`config.mk`:
```
export PLATFORM = sky130hd
export DESIGN_NAME = n64_vdemux_vinfo
export DESIGN_NICKNAME = d
export VERILOG_FILES = /design/src/rtl/n64_vdemux_vinfo_pkg.sv /design/src/rtl/n64_vdemux_vinfo_meas.sv /design/src/rtl/n64_vdemux_vinfo.sv
export SDC_FILE = /design/constraint.sdc
export NUM_CORES = 1
export LEC_CHECK = 0
export ABC_AREA = 1
export CAP_MARGIN = 20
export CORE_UTILIZATION = 49
export DETAILED_ROUTE_END_ITERATION = 7
export HOLD_SLACK_MARGIN = 0.05
export MAX_ROUTING_LAYER = met4
export PLACE_DENSITY = 0.72
export SYNTH_ARGS = -nofsm -noshare
export SYNTH_HDL_FRONTEND = slang
export SYNTH_SLANG_ARGS = --single-unit
```
`constraint.sdc`:
```
create_clock -name n64_vclk -period 1.6 [get_ports n64_vclk]
set_input_delay 0.32 -clock n64_vclk [delete_from_list [all_inputs] [get_ports n64_vclk]]
set_output_delay 0.32 -clock n64_vclk [all_outputs]
set_load 0.01 [all_outputs]
```
`src/rtl/n64_vdemux_vinfo_pkg.sv`:
```
// -----------------------------------------------------------------------------
// n64_vdemux_vinfo_pkg
//   Shared video-front-end parameters: sync bit positions inside the N64 sync
//   word and inside the demuxed pixel word, line counter width, default PAL
//   line threshold and the enum types used by the demux and lock logic.
// -----------------------------------------------------------------------------
package n64_vdemux_vinfo_pkg;

   // Sync word layout on D_i[3:0] and in the top nibble of vdata_o
   localparam int unsigned VSYNC_IDX = 3;
   localparam int unsigned CLAMP_IDX = 2;
   localparam int unsigned HSYNC_IDX = 1;
   localparam int unsigned CSYNC_IDX = 0;
   localparam int unsigned SYNC_W    = 4;

   // Line/field measurement
   localparam int unsigned LINE_W         = 10;
   localparam int unsigned PAL_THRESH_DEF = 288;

   // Bit positions of each field inside vdata_o for a given colour width
   function automatic int unsigned vdata_w(input int unsigned cw);
      return SYNC_W + 3 * cw;
   endfunction

   function automatic int unsigned vdata_sync_lsb(input int unsigned cw);
      return 3 * cw;
   endfunction

   typedef enum logic {
      ST_UNLOCKED = 1'b0,
      ST_LOCKED   = 1'b1
   } lock_state_e;

   // Word position within one pixel on the N64 bus
   typedef enum logic [1:0] {
      PH_SYNC = 2'd0,
      PH_R    = 2'd1,
      PH_G    = 2'd2,
      PH_B    = 2'd3
   } phase_e;

   function automatic phase_e next_phase(input phase_e ph);
      return phase_e'(ph + 2'd1);
   endfunction

endpackage

```
`src/rtl/n64_vdemux_vinfo_meas.sv`:
```
// -----------------------------------------------------------------------------
// n64_vinfo_meas
//   Counts lines per field from the captured sync words and derives PAL and
//   interlace flags once per field.
//
//   n64_vclk           : N64 video clock
//   nrst               : asynchronous active-low reset
//   sync_stb_i         : a new sync word has been captured this cycle
//   sync_lk_i          : that sync word belongs to a phase-locked stream
//   locked_i           : demux currently locked (low clears the field state)
//   nhsync_i/nvsync_i  : captured nHSYNC / nVSYNC bits
//   palmode_o          : last field longer than PAL_THRESH lines
//   interlaced_o       : last two field lengths differ
//   lines_per_field_o  : line count of last complete field
// -----------------------------------------------------------------------------
module n64_vinfo_meas
   import n64_vdemux_vinfo_pkg::*;
#(
   parameter int unsigned PAL_THRESH = PAL_THRESH_DEF
) (
   input  logic              n64_vclk,
   input  logic              nrst,
   input  logic              sync_stb_i,
   input  logic              sync_lk_i,
   input  logic              locked_i,
   input  logic              nhsync_i,
   input  logic              nvsync_i,
   output logic              palmode_o,
   output logic              interlaced_o,
   output logic [LINE_W-1:0] lines_per_field_o
);

   logic              prev_h_q, prev_h_d;
   logic              prev_v_q, prev_v_d;
   logic [LINE_W-1:0] cnt_q, cnt_d;
   logic [LINE_W-1:0] lpf_q, lpf_d;
   logic              seen_vs_q, seen_vs_d;
   logic              pal_q, pal_d;
   logic              intl_q, intl_d;

   logic              h_fall;
   logic              v_fall;
   logic [LINE_W-1:0] cnt_inc;

   always_comb begin
      prev_h_d  = prev_h_q;
      prev_v_d  = prev_v_q;
      cnt_d     = cnt_q;
      lpf_d     = lpf_q;
      seen_vs_d = seen_vs_q;
      pal_d     = pal_q;
      intl_d    = intl_q;

      h_fall  = prev_h_q & ~nhsync_i;
      v_fall  = prev_v_q & ~nvsync_i;
      // Saturating increment; a vsync in the same word latches this value
      cnt_inc = (h_fall && (cnt_q != '1)) ? cnt_q + 1'b1 : cnt_q;

      // Edge history follows every captured word so the first locked word
      // is compared against real bus history rather than a reset value
      if (sync_stb_i) begin
         prev_h_d = nhsync_i;
         prev_v_d = nvsync_i;
      end

      if (!locked_i) begin
         cnt_d     = '0;
         seen_vs_d = 1'b0;
      end else if (sync_stb_i && sync_lk_i) begin
         if (v_fall) begin
            lpf_d = cnt_inc;
            cnt_d = '0;
            if (seen_vs_q) begin
               pal_d  = (cnt_inc > LINE_W'(PAL_THRESH));
               intl_d = (cnt_inc != lpf_q);
            end
            seen_vs_d = 1'b1;
         end else begin
            cnt_d = cnt_inc;
         end
      end
   end

   always_ff @(posedge n64_vclk or negedge nrst) begin
      if (!nrst) begin
         prev_h_q  <= 1'b1;
         prev_v_q  <= 1'b1;
         cnt_q     <= '0;
         lpf_q     <= '0;
         seen_vs_q <= 1'b0;
         pal_q     <= 1'b0;
         intl_q    <= 1'b0;
      end else begin
         prev_h_q  <= prev_h_d;
         prev_v_q  <= prev_v_d;
         cnt_q     <= cnt_d;
         lpf_q     <= lpf_d;
         seen_vs_q <= seen_vs_d;
         pal_q     <= pal_d;
         intl_q    <= intl_d;
      end
   end

   assign palmode_o         = pal_q;
   assign interlaced_o      = intl_q;
   assign lines_per_field_o = lpf_q;

endmodule

```
`src/rtl/n64_vdemux_vinfo.sv`:
```
// -----------------------------------------------------------------------------
// n64_vdemux_vinfo
//   Demultiplexes the N64 7-bit video bus (sync, R, G, B words framed by
//   nDSYNC) into one parallel pixel word with a one-cycle valid strobe,
//   tracks phase lock on nDSYNC and reports per-field video info.
//
//   n64_vclk          : N64 video clock
//   nrst              : asynchronous active-low reset
//   nDSYNC_i          : low marks the sync word of a pixel
//   D_i               : video bus, sync word D_i[3:0] = {nV, nCLAMP, nH, nC}
//   vdata_o           : {nVSYNC, nCLAMP, nHSYNC, nCSYNC, R, G, B}
//   vdata_valid_o     : one-cycle strobe, vdata_o holds a new pixel
//   locked_o          : demux phase locked
//   palmode_o         : PAL line count detected
//   interlaced_o      : consecutive field lengths differ
//   lines_per_field_o : last complete field line count
// -----------------------------------------------------------------------------
module n64_vdemux_vinfo
   import n64_vdemux_vinfo_pkg::*;
#(
   parameter int unsigned COLOR_W    = 7,
   parameter int unsigned LOCK_CNT   = 4,
   parameter int unsigned PAL_THRESH = PAL_THRESH_DEF
) (
   input  logic                         n64_vclk,
   input  logic                         nrst,
   input  logic                         nDSYNC_i,
   input  logic [COLOR_W-1:0]           D_i,
   output logic [SYNC_W+3*COLOR_W-1:0]  vdata_o,
   output logic                         vdata_valid_o,
   output logic                         locked_o,
   output logic                         palmode_o,
   output logic                         interlaced_o,
   output logic [LINE_W-1:0]            lines_per_field_o
);

   localparam int unsigned GOOD_W = $clog2(LOCK_CNT + 1);
   localparam int unsigned VD_W   = vdata_w(COLOR_W);

   localparam logic [VD_W-1:0] VDATA_RST =
      {{SYNC_W{1'b1}}, {(VD_W - SYNC_W){1'b0}}};

   phase_e             phase_q, phase_d;
   lock_state_e        state_q, state_d;
   logic [GOOD_W-1:0]  good_q, good_d;
   logic [SYNC_W-1:0]  sync_q, sync_d;
   logic [COLOR_W-1:0] r_q, r_d;
   logic [COLOR_W-1:0] g_q, g_d;
   logic [VD_W-1:0]    vdata_q, vdata_d;
   logic               valid_q, valid_d;
   logic               sync_stb_q, sync_stb_d;
   logic               sync_lk_q, sync_lk_d;

   logic               dsync;
   phase_e             cur_phase;
   logic [GOOD_W-1:0]  good_nxt;
   logic               lock_err;

   always_comb begin
      state_d    = state_q;
      good_d     = good_q;
      sync_d     = sync_q;
      r_d        = r_q;
      g_d        = g_q;
      vdata_d    = vdata_q;
      valid_d    = 1'b0;
      good_nxt   = good_q;
      lock_err   = 1'b0;

      dsync      = ~nDSYNC_i;
      // A DSYNC pulse always defines phase 0, re-aligning the counter
      cur_phase  = dsync ? PH_SYNC : phase_q;
      phase_d    = next_phase(cur_phase);

      sync_stb_d = dsync;
      sync_lk_d  = dsync && (state_q == ST_LOCKED) && (phase_q == PH_SYNC);

      if (dsync) begin
         sync_d = D_i[SYNC_W-1:0];
      end
      case (cur_phase)
         PH_R:    r_d = D_i;
         PH_G:    g_d = D_i;
         default: ;
      endcase

      unique case (state_q)
         ST_UNLOCKED: begin
            if (dsync) begin
               good_nxt = (phase_q == PH_SYNC) ? good_q + 1'b1 : GOOD_W'(1);
               good_d   = good_nxt;
               if (good_nxt == GOOD_W'(LOCK_CNT)) begin
                  state_d = ST_LOCKED;
               end
            end
         end
         ST_LOCKED: begin
            lock_err = (dsync && (phase_q != PH_SYNC)) ||
                       (!dsync && (phase_q == PH_SYNC));
            if (lock_err) begin
               // Pixel in flight is dropped simply by leaving LOCKED before
               // its B word; the re-aligning pulse counts as the first good one
               state_d = ST_UNLOCKED;
               good_d  = dsync ? GOOD_W'(1) : '0;
            end else if (cur_phase == PH_B) begin
               vdata_d = {sync_q, r_q, g_q, D_i};
               valid_d = 1'b1;
            end
         end
      endcase
   end

   always_ff @(posedge n64_vclk or negedge nrst) begin
      if (!nrst) begin
         phase_q    <= PH_SYNC;
         state_q    <= ST_UNLOCKED;
         good_q     <= '0;
         sync_q     <= '1;
         r_q        <= '0;
         g_q        <= '0;
         vdata_q    <= VDATA_RST;
         valid_q    <= 1'b0;
         sync_stb_q <= 1'b0;
         sync_lk_q  <= 1'b0;
      end else begin
         phase_q    <= phase_d;
         state_q    <= state_d;
         good_q     <= good_d;
         sync_q     <= sync_d;
         r_q        <= r_d;
         g_q        <= g_d;
         vdata_q    <= vdata_d;
         valid_q    <= valid_d;
         sync_stb_q <= sync_stb_d;
         sync_lk_q  <= sync_lk_d;
      end
   end

   n64_vinfo_meas #(
      .PAL_THRESH (PAL_THRESH)
   ) u_meas (
      .n64_vclk          (n64_vclk),
      .nrst              (nrst),
      .sync_stb_i        (sync_stb_q),
      .sync_lk_i         (sync_lk_q),
      .locked_i          (state_q == ST_LOCKED),
      .nhsync_i          (sync_q[HSYNC_IDX]),
      .nvsync_i          (sync_q[VSYNC_IDX]),
      .palmode_o         (palmode_o),
      .interlaced_o      (interlaced_o),
      .lines_per_field_o (lines_per_field_o)
   );

   assign vdata_o       = vdata_q;
   assign vdata_valid_o = valid_q;
   assign locked_o      = (state_q == ST_LOCKED);

endmodule

```
==> flow_summary.json <==
{
  "ys_warn_count": 0,
  "clkTransAtPathRegs_ps": 90,
  "antennaDiodeCount": 0,
  "finalHoldViolations": 0,
  "endpoint": "u_meas.interlaced_o",
  "grtUsageTotal": 0.287,
  "fin_crit_sh": 1.19,
  "routed_wl_mm": 10.4,
  "hold_class": "in -> async",
  "cap_violations": 0,
  "synthCells": 380,
  "grt_pass1_vias": 3440,
  "worstSkewPairLatency_ps": 350,
  "worstPathMaxFanout": 6,
  "num_vias": 3300,
  "fin_cells": 622,
  "setup_violations": 31,
  "setup_ws_ps": -300,
  "synth-seq-area-share": 0.532,
  "postSynthAreaPerCell_um2": 9.60,
  "slew_headroom": 0.667,
  "drv_slew": 0,
  "mostFrequentLayoutCell": "nand2_1",
  "grt_overflow_total": 0,
  "cpPeakStageDelay_ps": 400,
  "vias_per_cell": 5.31,
  "gp_congestion": 0.909,
  "fp.coreArea_um2": 7210,
  "htreeDepth": 3,
  "worstSetupEndpointType": "flop",
  "max_freq_mhz": 526,
  "critical_path_class": "reg -> reg",
  "finalPower_mw": 4.41,
  "drtAntennaViolNets": 0,
  "r2r-end": "u_meas.interlaced_o",
  "nFillCells": 477,
  "drtPass1Iterations": 4,
  "skew_ps": 7.54,
  "violations": "negative setup slack",
  "grt_pass1_wl_mm": 16.2,
  "dp_cells": 579,
  "crit_start": "u_meas.cnt_q[0]",
  "row_count": 31,
  "ys_types": 29,
  "io_pins": 49,
  "wl_per_cell_um": 16.8,
  "crit_buf_inv": 3,
  "area_growth_pct": 53.1,
  "power.density_nw_per_um2": 790,
  "grt_max_degree": 31,
  "path_depth": 14,
  "synth.net_count": 395,
  "critPathArrivalTime_ps": 2140,
  "start_kind": "flop",
  "peakVddDrop_v": 0.000682,
  "syn-cell-area_um2": 3650,
  "drc": 0,
  "setup_tns_ps": -3520,
  "ys_seq_elements": 77,
  "cts.sinks": 77,
  "final_cell_mix": "nand2_1 (78), dfrtp_1 (65), buf_4 (58), inv_1 (35), nand3_1 (24)",
  "layout-drive-gt1-share": 0.405,
  "worst_pin_slew_ps": 499,
  "cts_made_buffers": 9,
  "reg2reg_from": "u_meas.cnt_q[0]",
  "fin_nets": 533,
  "root_buffer": "clkbuf_8",
  "crit_slowest_cell": "dfrtp_2",
  "cts_tree": "done",
  "first_iter_violations": 181,
  "antenna_found_initial": 0,
  "reg2reg_setup_slack_ps": -300,
  "path_cells": "ha_4, inv_2, nor2_4, nand3_4, buf_12, buf_16, nand3_1, nand3_1, nand2_1, nand2_1, nor2_2, nand2_1, nor2_1, nor2_1",
  "critPathRequiredTime_ps": 1840,
  "cts_buffer_depth": 2,
  "hpwlAfterDp_mm": 6.26,
  "status": "complete, but fails checks",
  "die_area_um2": 7790,
  "rr_worst_depth": 14,
  "cpLargestDelayFamily": "simple AND/OR/NAND/NOR gates",
  "port_buffers": 48,
  "initial_utilization": 0.506,
  "rsz0062_at_grt": "yes",
  "timing.final.crit_period_ps": 1900,
  "die_x_um": 88.3,
  "path_common_cell": "nand2_1",
  "p_leak_nw": 3.02,
  "die_h_um": 88.3
}
## layout make-up
class	count	area, µm²	share of cell area
clock buffer	12	165	0.0296
clock inverter	4	77.6	0.0139
inverter	41	154	0.0276
multi-input combinational	255	1760	0.316
sequential	77	1940	0.348
tap	99	124	0.0222
timing repair buffer	134	1360	0.243
## kinds of logic (layout without fill, tap and decap cells)
family,Yosys count,count (layout),share of synthesized area
xor+xnor,1,1,0.00240
fa+ha+maj,5,5,0.0172
buf+inv,49,191,0.0569
mux,36,36,0.111
compound gates,35,35,0.0542
flops,77,77,0.532
simple gates,177,178,0.226
## per-layer routing
layer,vias up,global-route usage,share of wire
met2,104,0.476,0.52
met4,0,0.135,0.024
li1,1529,-,-
met1,1641,0.337,0.40
met3,26,0.0550,0.051
met5,-,-,0
## how the worst min path moves through the flow
stage,startpoint,endpoint
floorplan,nrst,g_q[0]
global placement,nrst,good_q[2]
detailed placement,nrst,good_q[1]
CTS,nrst,good_q[1]
global route,nrst,good_q[1]
finish,nrst,good_q[1]
## power by group
| part | internal, mW | switching (mW) | total (mW) | leakage, nW |
|---|---|---|---|---|
| Sequential | 2.08 | 0.0774 | 2.16 | 0.996 |
| Combinational | 0.244 | 0.228 | 0.472 | 1.90 |
| Clock | 1.02 | 0.761 | 1.78 | 0.123 |
| Total | 3.34 | 1.07 | 4.41 | 3.02 |
## worst register-to-register path: cells and delay by family, from the launching register on
family                     cells  cell delay [ps]
and+or+nand+nor               10              910
adders and majority gates      1              140
DFF                            1              400
buffers and inverters          3              340
## cell usage after synthesis
master | number | area share
o22ai_1 | 11 | 0.019
clkbuf_1 | 3 | 0.0031
ha_1 | 5 | 0.017
a21oi_1 | 3 | 0.0041
o21a_1 | 2 | 0.0041
xor2_1 | 1 | 0.0024
o21ai_0 | 17 | 0.023
nor2_4 | 2 | 0.0062
dfrtp_1 | 67 | 0.46
nor3_1 | 2 | 0.0027
nor2_2 | 3 | 0.0051
inv_1 | 40 | 0.041
nand2_2 | 9 | 0.015
mux2_2 | 36 | 0.11
nand3_2 | 4 | 0.011
nand3_1 | 28 | 0.038
dfstp_2 | 10 | 0.072
nor2_1 | 23 | 0.024
nand2_1 | 95 | 0.098
nor3_4 | 1 | 0.0045
buf_2 | 1 | 0.0014
inv_2 | 1 | 0.0010
buf_4 | 2 | 0.0041
o41ai_1 | 1 | 0.0024
nand3_4 | 1 | 0.0048
nand4_1 | 5 | 0.0086
nand3b_1 | 4 | 0.0082
o21ai_1 | 1 | 0.0014
buf_6 | 2 | 0.0062
## flip-flops by register name (all words and copies together), names as in the netlist, 2 cells and up
signal                    count
vdata_o                      25
u_meas.cnt_q                 10
u_meas.lines_per_field_o     10
g_q                           7
r_q                           7
sync_q                        4
good_q                        3
phase_q                       2
## timing repair
action	in CTS	in global routing
hold buffers	1	0
hold endpoints to repair	19	0
pin swaps	6	15
resized for setup	59	71
setup endpoints to repair	69	66
buffers inserted	25	3
gates cloned	5	0
## stage by stage
stage | util | hold slack [ps] | worst slack [ps] | area, µm²
global route | 0.774 | 471 | -446 | 5580
finish | 0.774 | 445 | -300 | 5580
CTS | 0.754 | 441 | -238 | 5440
floorplan | - | 24.4 | -44.2 | 3690
global placement | 0.658 | 266 | -435 | 4750
detailed placement | 0.658 | 269 | -503 | 4750
Power figures use the tool's default switching activity.
